===== config.mk =====
export PLATFORM = sky130hd
export DESIGN_NAME = raw8_frame_packer
export DESIGN_NICKNAME = d
export VERILOG_FILES = /design/src/rtl/raw8_frame_packer.sv
export SDC_FILE = /design/constraint.sdc
export NUM_CORES = 1
export LEC_CHECK = 0
export ABC_AREA = 1
export BUFFER_PORTS_ARGS = -buffer_cell sky130_fd_sc_hd__buf_2
export CAP_MARGIN = 0
export CORE_UTILIZATION = 35
export DETAILED_ROUTE_END_ITERATION = 10
export GPL_ROUTABILITY_DRIVEN = 0
export PLACE_DENSITY = 0.62
export SLEW_MARGIN = 25
export SYNTH_ARGS = -nofsm -noshare
export SYNTH_HDL_FRONTEND = slang
export SYNTH_SLANG_ARGS = --single-unit

===== constraint.sdc =====
create_clock -name sys_clk_i -period 3.6 [get_ports sys_clk_i]
set_clock_uncertainty 0.05 [all_clocks]
set_input_delay 0.36 -clock sys_clk_i [delete_from_list [all_inputs] [get_ports sys_clk_i]]
set_output_delay 0.36 -clock sys_clk_i [all_outputs]
set_load 0.01 [all_outputs]

===== src/rtl/raw8_frame_packer.sv =====
// RAW8 pixel packer: four pixels per 32-bit word, written to the frame RAM port A.
// Optional macro RAW8_PACKER_BYTE_SWAP_EN selects big-endian lane order.
module raw8_frame_packer #(
    parameter int H_ACTIVE = 640,
    parameter int V_ACTIVE = 480,
    parameter int ADDR_W   = 17
) (
    input  logic              sys_clk_i,
    input  logic              reset_i,
    input  logic              frame_start_i,
    input  logic              frame_end_i,
    input  logic              line_start_i,
    input  logic              pix_valid_i,
    input  logic [7:0]        pix_data_i,
    output logic              wr_en_o,
    output logic [ADDR_W-1:0] wr_addr_o,
    output logic [31:0]       wr_data_o,
    output logic              frame_done_o,
    output logic              line_err_o,
    output logic              frame_err_o
);
    localparam int X_W   = $clog2(H_ACTIVE + 1);
    localparam int ROW_W = $clog2(V_ACTIVE + 1);
    localparam logic [X_W-1:0]    H_MAX         = X_W'(H_ACTIVE);
    localparam logic [ROW_W-1:0]  V_MAX         = ROW_W'(V_ACTIVE);
    localparam logic [ADDR_W-1:0] WORDS_PER_ROW = ADDR_W'(H_ACTIVE / 4);

    typedef enum logic [1:0] {
        IDLE      = 2'd0,
        WAIT_LINE = 2'd1,
        LINE      = 2'd2
    } state_t;

    state_t            state_q, state_d;
    logic [ROW_W-1:0]  row_q, row_d;
    logic [X_W-1:0]    x_q, x_d;
    logic [31:0]       pack_q, pack_d;
    logic              line_err_q, line_err_d;
    logic              frame_err_q, frame_err_d;
    logic              wr_en_q, wr_en_d;
    logic [ADDR_W-1:0] wr_addr_q, wr_addr_d;
    logic [31:0]       wr_data_q, wr_data_d;
    logic              frame_done_q, frame_done_d;

    logic              flush_s;
    logic              short_s;
    logic              take_pix_s;
    logic [ROW_W-1:0]  pix_row_s;
    logic [X_W-1:0]    pix_x_s;
    logic [31:0]       pix_base_s;
    logic [31:0]       word_s;

    function automatic logic [ADDR_W-1:0] word_addr(input logic [ROW_W-1:0] r,
                                                     input logic [X_W-1:0]   xx);
        return (ADDR_W'(r) * WORDS_PER_ROW) + ADDR_W'(xx[X_W-1:2]);
    endfunction

    function automatic logic [31:0] insert_byte(input logic [31:0] w,
                                                input logic [1:0]  lane,
                                                input logic [7:0]  b);
        logic [1:0] l;
`ifdef RAW8_PACKER_BYTE_SWAP_EN
        l = 2'd3 - lane;
`else
        l = lane;
`endif
        return w | ({24'h000000, b} << {l, 3'b000});
    endfunction

    // Next-state, counters, packing and write generation.
    always_comb begin
        state_d      = state_q;
        row_d        = row_q;
        x_d          = x_q;
        pack_d       = pack_q;
        line_err_d   = line_err_q;
        frame_err_d  = frame_err_q;
        wr_en_d      = 1'b0;
        wr_addr_d    = wr_addr_q;
        wr_data_d    = wr_data_q;
        frame_done_d = 1'b0;
        flush_s      = 1'b0;
        short_s      = 1'b0;
        take_pix_s   = 1'b0;
        pix_row_s    = row_q;
        pix_x_s      = x_q;
        pix_base_s   = pack_q;
        word_s       = 32'h0000_0000;

        case (state_q)
            IDLE: begin
                if (frame_start_i) begin
                    state_d     = WAIT_LINE;
                    row_d       = '0;
                    x_d         = '0;
                    pack_d      = 32'h0000_0000;
                    line_err_d  = 1'b0;
                    frame_err_d = 1'b0;
                end else begin
                    state_d = IDLE;
                end
            end
            WAIT_LINE, LINE: begin
                if (frame_start_i) begin
                    state_d     = WAIT_LINE;
                    row_d       = '0;
                    x_d         = '0;
                    pack_d      = 32'h0000_0000;
                    frame_err_d = 1'b1;
                end else if (frame_end_i) begin
                    flush_s      = (x_q[1:0] != 2'b00);
                    short_s      = (state_q == LINE) && (x_q < H_MAX);
                    frame_err_d  = frame_err_q | short_s | ((row_q + ROW_W'(1)) != V_MAX);
                    line_err_d   = line_err_q | short_s;
                    frame_done_d = 1'b1;
                    state_d      = IDLE;
                    row_d        = '0;
                    x_d          = '0;
                    pack_d       = 32'h0000_0000;
                end else if (line_start_i) begin
                    flush_s    = (state_q == LINE) && (x_q[1:0] != 2'b00);
                    line_err_d = line_err_q | ((state_q == LINE) && (x_q < H_MAX));
                    // Row saturates so an over-long frame keeps dropping pixels.
                    row_d      = ((state_q == LINE) && (row_q != V_MAX)) ? row_q + ROW_W'(1) : row_q;
                    x_d        = '0;
                    pack_d     = 32'h0000_0000;
                    state_d    = LINE;
                    take_pix_s = pix_valid_i;
                    pix_row_s  = row_d;
                    pix_x_s    = '0;
                    pix_base_s = 32'h0000_0000;
                end else begin
                    take_pix_s = pix_valid_i && (state_q == LINE);
                end
            end
            default: begin
                state_d = IDLE;
            end
        endcase

        if (flush_s) begin
            wr_en_d   = 1'b1;
            wr_addr_d = word_addr(row_q, x_q);
            wr_data_d = pack_q;
        end else begin
            wr_en_d = 1'b0;
        end

        // A flush never coincides with a completed word: the new line's pixel lands in lane 0.
        if (take_pix_s) begin
            frame_err_d = frame_err_d | (pix_row_s >= V_MAX);
            line_err_d  = line_err_d | (pix_x_s == H_MAX);
            if ((pix_row_s < V_MAX) && (pix_x_s < H_MAX)) begin
                word_s = insert_byte(pix_base_s, pix_x_s[1:0], pix_data_i);
                x_d    = pix_x_s + X_W'(1);
                if (pix_x_s[1:0] == 2'd3) begin
                    wr_en_d   = 1'b1;
                    wr_addr_d = word_addr(pix_row_s, pix_x_s);
                    wr_data_d = word_s;
                    pack_d    = 32'h0000_0000;
                end else begin
                    pack_d = word_s;
                end
            end else begin
                word_s = pix_base_s;
            end
        end else begin
            word_s = 32'h0000_0000;
        end
    end

    // State and output registers with synchronous reset.
    always_ff @(posedge sys_clk_i) begin
        if (reset_i) begin
            state_q      <= IDLE;
            row_q        <= '0;
            x_q          <= '0;
            pack_q       <= 32'h0000_0000;
            line_err_q   <= 1'b0;
            frame_err_q  <= 1'b0;
            wr_en_q      <= 1'b0;
            wr_addr_q    <= '0;
            wr_data_q    <= 32'h0000_0000;
            frame_done_q <= 1'b0;
        end else begin
            state_q      <= state_d;
            row_q        <= row_d;
            x_q          <= x_d;
            pack_q       <= pack_d;
            line_err_q   <= line_err_d;
            frame_err_q  <= frame_err_d;
            wr_en_q      <= wr_en_d;
            wr_addr_q    <= wr_addr_d;
            wr_data_q    <= wr_data_d;
            frame_done_q <= frame_done_d;
        end
    end

    assign wr_en_o      = wr_en_q;
    assign wr_addr_o    = wr_addr_q;
    assign wr_data_o    = wr_data_q;
    assign frame_done_o = frame_done_q;
    assign line_err_o   = line_err_q;
    assign frame_err_o  = frame_err_q;

endmodule


After elaboration in Yosys (flattened, before gate mapping)
Index checks and enable logic that the tools add are counted.

storage, ports and cells
  bits of input ports = 14
  bits in latches = 0
  RAM bits = 0
  logic and storage cells = 114
  ROM bits = 0
  memories = 0
  output and inout port bits = 53
  flip-flop bits (word level) = 106

operators by class
  muxes and demuxes = 67
  $add $sub $neg = 4
  bitwise logic cells = 7
  eq/ne operators = 8
  $lt $le $gt $ge = 4
  multiply operators = 2
  reduce and logical (&&, ||, !) cells = 11
  shift-type cells = 1
  divide/modulo/power cells = 0

operators with widths
  cell                                                                 number
  32-bit 2-to-1 mux                                                    14
  10-bit 2-to-1 mux                                                    9
  9-bit 2-to-1 mux                                                     8
  17-bit 2-to-1 mux                                                    4
  32-bit case mux with 2 select lines                                  1
  17-bit by 8-bit adder with 17-bit output                             2
  32-bit bitwise OR                                                    1
  8-bit by 5-bit left shift with 32-bit output                         1
  9-bit by 3-bit multiplier with 12-bit output, second input constant  2
  1-bit 2-to-1 mux                                                     23
  10-bit < comparator, second input constant                           2
  10-bit case mux with 2 select lines                                  1
  9-bit != test, second input constant                                 2
  9-bit case mux with 2 select lines                                   1
  10-bit by 1-bit adder with 10-bit output, second input constant      1
  10-bit equality test, second input constant                          1
  9-bit by 1-bit adder with 9-bit output, second input constant        1
  9-bit greater-or-equal comparator, second input constant             1
  9-bit < comparator, second input constant                            1
  2-bit 2-to-1 mux                                                     3
  1-bit logical AND                                                    5
  1-bit bitwise OR                                                     5
  2-bit equality test, second input constant                           2
  4-bit != test, second input constant                                 1
  10 further kinds                                                     12

Longest topological paths before layout
  word-level depth = 12
  gate-level depth with buffers = 27
  depth with buffers taken out = 26

Worst setup path before layout
No wires, ideal clock.

  path type = reg-to-reg
  start point = reg row_q[1]
  end point = reg wr_addr_q[16], in the netlist wr_addr_o[16]
  clock period less this slack = 3834 ps
  cell stages (with the launch flop) = 24
  slack = -234 ps
  buffers on the path = 1
  arrival = 3714 ps
  required time = 3480 ps
  setup time = 70 ps
  cells stage by stage = dfxtp_1 > inv_1 > ha_1 > nand2_2 > nor2_1 > nand2_1 > nand2_2 > buf_6 > or2_2 > nand4_1 > o21ai_0 > ha_1 > ha_1 > fa_1 > nand2_1 > inv_1 > nand4_1 > a21boi_0 > nand4_1 > nor2_1 > nand3_1 > nand2_1 > nand3_1 > a21oi_1

between the ends
  cells in the longest elaborated chain, start to end = 12
  elaborated cells between the ends (all ways) = 18
  classes of those cells = add/sub: 3; mul: 2; order compare: 1; eq/ne: 1; mux: 9; reduce/logical: 2

ends and longest elaborated chain
  what                                                                               line  source
  start: declaration                                                                 35    logic [ROW_W-1:0] row_q, row_d;
  start signal: assignment                                                           187   row_q <= row_d;
  branches (longest 11 deep; another with 17-bit by 8-bit adder with 17-bit output)  n/a
  17-bit 2-to-1 mux (*)                                                              150   if (take_pix_s) begin
  end signal: assignment                                                             193   wr_addr_q <= wr_addr_d;
  end: declaration                                                                   41    logic [ADDR_W-1:0] wr_addr_q, wr_addr_d;

Every way passes the cells marked *.
A chain may end at the register's enable or synchronous reset.

Worst setup path in the final report
  start point = reg row_q[0]
  end point = reg wr_addr_q[16], in the netlist wr_addr_o[16]

Same word-level chain as after synthesis.

==> flow_metrics.py <==
metrics = {
    "detailed_routing": {
        "via_count": 7790,
        "routed_wl_um": 22300,
        "firstDrtPassIters": 7,
        "detail_route.wl_per_cell_um": 14.3,
        "drc": 0,
        "drt_iter0_markers": 621,
        "avgViaCountPerCell": 4.99,
        "ant_nets": 0,
    },
    "global_routing": {
        "antenna_found_initial": 0,
        "use_met1": 0.279,
        "track_usage": 0.201,
        "grt_use_met3": 0.0275,
        "busiest_layer": "met2",
        "grt_pass1_vias": 6925,
        "grtUsageMet2": 0.320,
        "grt_start_max_net_pins": 98,
        "grt_pass1_wl_um": 35700,
        "gr-total-overflow": 0,
    },
    "floorplanning": {
        "die_h_um": 149,
        "core_mm2": 0.0211,
        "rows": 53,
        "dieArea_mm2": 0.0222,
        "die_x_um": 149,
        "initial_core_util": 0.358,
        "top_level_ports": 67,
    },
    "logic_synthesis": {
        "netlist_instances": 1208,
        "syn_nets": 1268,
        "synth_area_mm2": 0.00756,
        "yosys.cell_types.count": 37,
        "ys_ff_latch": 106,
        "synth_edf_count": 0,
        "synthArstFlopShare": 0,
        "ys_seq_area_frac": 0.281,
        "synth_flop_cell": "dfxtp_1",
        "synth.avg_cell_area_um2": 6.26,
        "ys_warn_count": 0,
    },
    "power_and_ir_drop": {
        "p_leak_nw": 4.24,
        "p_per_area_mw_per_mm2": 264,
        "finalPower_w": 0.00233,
        "ir_drop_v": 0.000230,
    },
    "hold_path": {
        "min_path_type": "input port to flip-flop",
        "hold_depth": 3,
        "min_from": "frame_start_i",
    },
    "cts": {
        "clock_latency_ns": 0.36,
        "clk_pin_slew_ns": 0.08,
        "cts-root-buf": "clkbuf_16",
        "cts_tree": "done",
        "cts_sinks": 106,
        "htreeDepth": 3,
        "cts_buffer_depth": 2,
        "cts_buffers": 9,
    },
    "critical_path": {
        "critical_path_class": "flip-flop to flip-flop",
        "cp-startpoint": "row_q[0]$_SDFFE_PP0P_",
        "timing.rr.start": "row_q[0]$_SDFFE_PP0P_",
        "crit_path_max_fanout": 5,
        "worstRegToRegCells": 22,
        "critPathRequiredTime_ns": 3.84,
        "start_kind": "flip-flop",
        "arrival_ns": 3.73,
        "setup.worst_path.end_class": "flip-flop",
    },
    "sta": {
        "finalWorstSetupSlack_ns": 0.113,
        "slew_violations": 0,
        "slew_headroom": 0.459,
        "clock.fmax_mhz": 287,
        "hold_viol_final": 0,
        "finalCritPeriodShare": 0.969,
        "finalSetupViolCount": 0,
        "hold_ws_ns": 0.282,
        "worstMarginPinSlew_ns": 0.811,
        "fin_crit_ns": 3.49,
    },
    "status": {
        "status": "complete, no violations",
    },
    "final_layout": {
        "area.growth.synth_to_final_pct": 17.0,
        "drive_above_1_share": 0.166,
        "fillers": 2234,
        "fin_nets": 1340,
        "layout_common_cells": "nand2_1 (327), nor2_1 (174), inv_1 (117), dfxtp_1 (103), nand3_1 (83)",
        "antenna_cells": 0,
        "post-route-util": 0.419,
        "final_common_cell": "nand2_1",
    },
    "placement": {
        "dp_slack_ns": -0.00352,
        "dp_hpwl_um": 15500,
        "io_buffers": 66,
    },
    "run": {
        "max-cap-violations": 0,
    },
}
worst max-delay path, stage by stage (launching register included):
cell and delay (ns):
dfxtp_4 0.38, inv_4 0.07, ha_4 0.13, nand2_2 0.06, nor2_2 0.14, nand2_2 0.10, nand2_4 0.09, nand2_1 0.07
o211ai_1 0.16, o22ai_2 0.18, ha_4 0.28, ha_4 0.16, fa_2 0.54, nand2_1 0.05, inv_1 0.04, nand4_1 0.11
a21boi_2 0.17, nand4_1 0.13, nor2_1 0.12, nand3_1 0.07, nand2_1 0.07, nand3_1 0.08, a21oi_1 0.16
area by class of cell:
class	count	area [µm²]	area share
clock inverter	7	77.6	0.00877
timing repair buffer	116	731	0.0826
inverter	132	500	0.0566
sequential	106	2130	0.241
clock buffer	9	225	0.0255
tap	275	344	0.0389
multi-input combinational	915	4840	0.547
layer usage:
layer  routed length (µm)  vias to the layer above
li1                     -                     4025
met1                10700                     3542
met2                10000                      192
met3                 1040                       31
met4                  443                        0
met5                    0                        -
cells in the mapped netlist (2+ instances only):
| cell | n | share of area |
|---|---|---|
| dfxtp_1 | 106 | 0.28 |
| inv_2 | 6 | 0.0030 |
| o21bai_1 | 2 | 0.0020 |
| xnor2_1 | 3 | 0.0035 |
| nand3_2 | 8 | 0.011 |
| buf_6 | 12 | 0.018 |
| buf_4 | 3 | 0.0030 |
| a21oi_2 | 2 | 0.0023 |
| nor2_1 | 178 | 0.088 |
| or2_2 | 2 | 0.0017 |
| clkinv_1 | 4 | 0.0020 |
| nand2_1 | 334 | 0.17 |
| nand4_1 | 22 | 0.018 |
| nand3_1 | 83 | 0.055 |
| inv_1 | 122 | 0.061 |
| nor2_2 | 3 | 0.0025 |
| a31oi_1 | 3 | 0.0025 |
| nor2_4 | 4 | 0.0060 |
| fa_1 | 4 | 0.011 |
| nor3_1 | 7 | 0.0046 |
| o21ai_0 | 80 | 0.053 |
| buf_2 | 14 | 0.0093 |
| clkbuf_1 | 25 | 0.012 |
| xor2_1 | 22 | 0.025 |
| nand2_4 | 3 | 0.0045 |
| buf_1 | 2 | 0.00099 |
| a21oi_1 | 75 | 0.050 |
| o211ai_1 | 3 | 0.0030 |
| nand3b_1 | 4 | 0.0040 |
| nand2_2 | 7 | 0.0058 |
| o22ai_1 | 18 | 0.015 |
| ha_1 | 42 | 0.070 |
sequential cells by signal, indices dropped and copies added, names as in the netlist:
| name | cells |
|---|---|
| line_err_o | 1 |
| x_q | 10 |
| wr_en_o | 1 |
| wr_data_o | 32 |
| frame_err_o | 1 |
| row_q | 9 |
| pack_q | 32 |
| state_q | 2 |
| wr_addr_o | 17 |
| frame_done_o | 1 |
cells by family after synthesis:
kind of cell               synth area share
DFF                                   0.281
xor gates and xnor gates             0.0290
AOI/OAI and AO/OA                     0.129
adders and majority gates            0.0801
buffers and inverters                 0.109
and+or+nand+nor                       0.372
path summary, 6_finish.rpt:
kind | to | slack [ns]
worst min-delay path | state_q[0]$_SDFFE_PP0P_ | 0.28
worst max register to register | wr_addr_o[16]$_SDFF_PP0_ | 0.11
worst min register to register | state_q[0]$_SDFFE_PP0P_ | 0.45
worst max-delay path | wr_addr_o[16]$_SDFF_PP0_ | 0.11
per-stage QoR:
step,cell area (µm²),cells,setup TNS (ns)
5_1_grt,8840,1560,-0.279
2_1_floorplan,7560,1208,0
4_1_cts,8550,1549,0
3_5_place_dp,8240,1532,-0.00352
6_report,8840,1560,0
3_3_place_gp,8240,1532,0
report_power, final:
group          internal (W)  switching [W]  total [W]
Clock              0.000498       0.000528    0.00103
Combinational     0.0000338      0.0000960   0.000130
Sequential          0.00117     0.00000272    0.00118
Total               0.00170       0.000627    0.00233
what timing repair did:
item	in CTS	in global routing
resized for setup	2	49
endpoints found under the setup margin	2	11
gates cloned	0	1
hold endpoints to repair	0	0
hold buffers	0	0
setup buffers	1	10
pin swaps	3	18
Power figures use the tool's default switching activity.
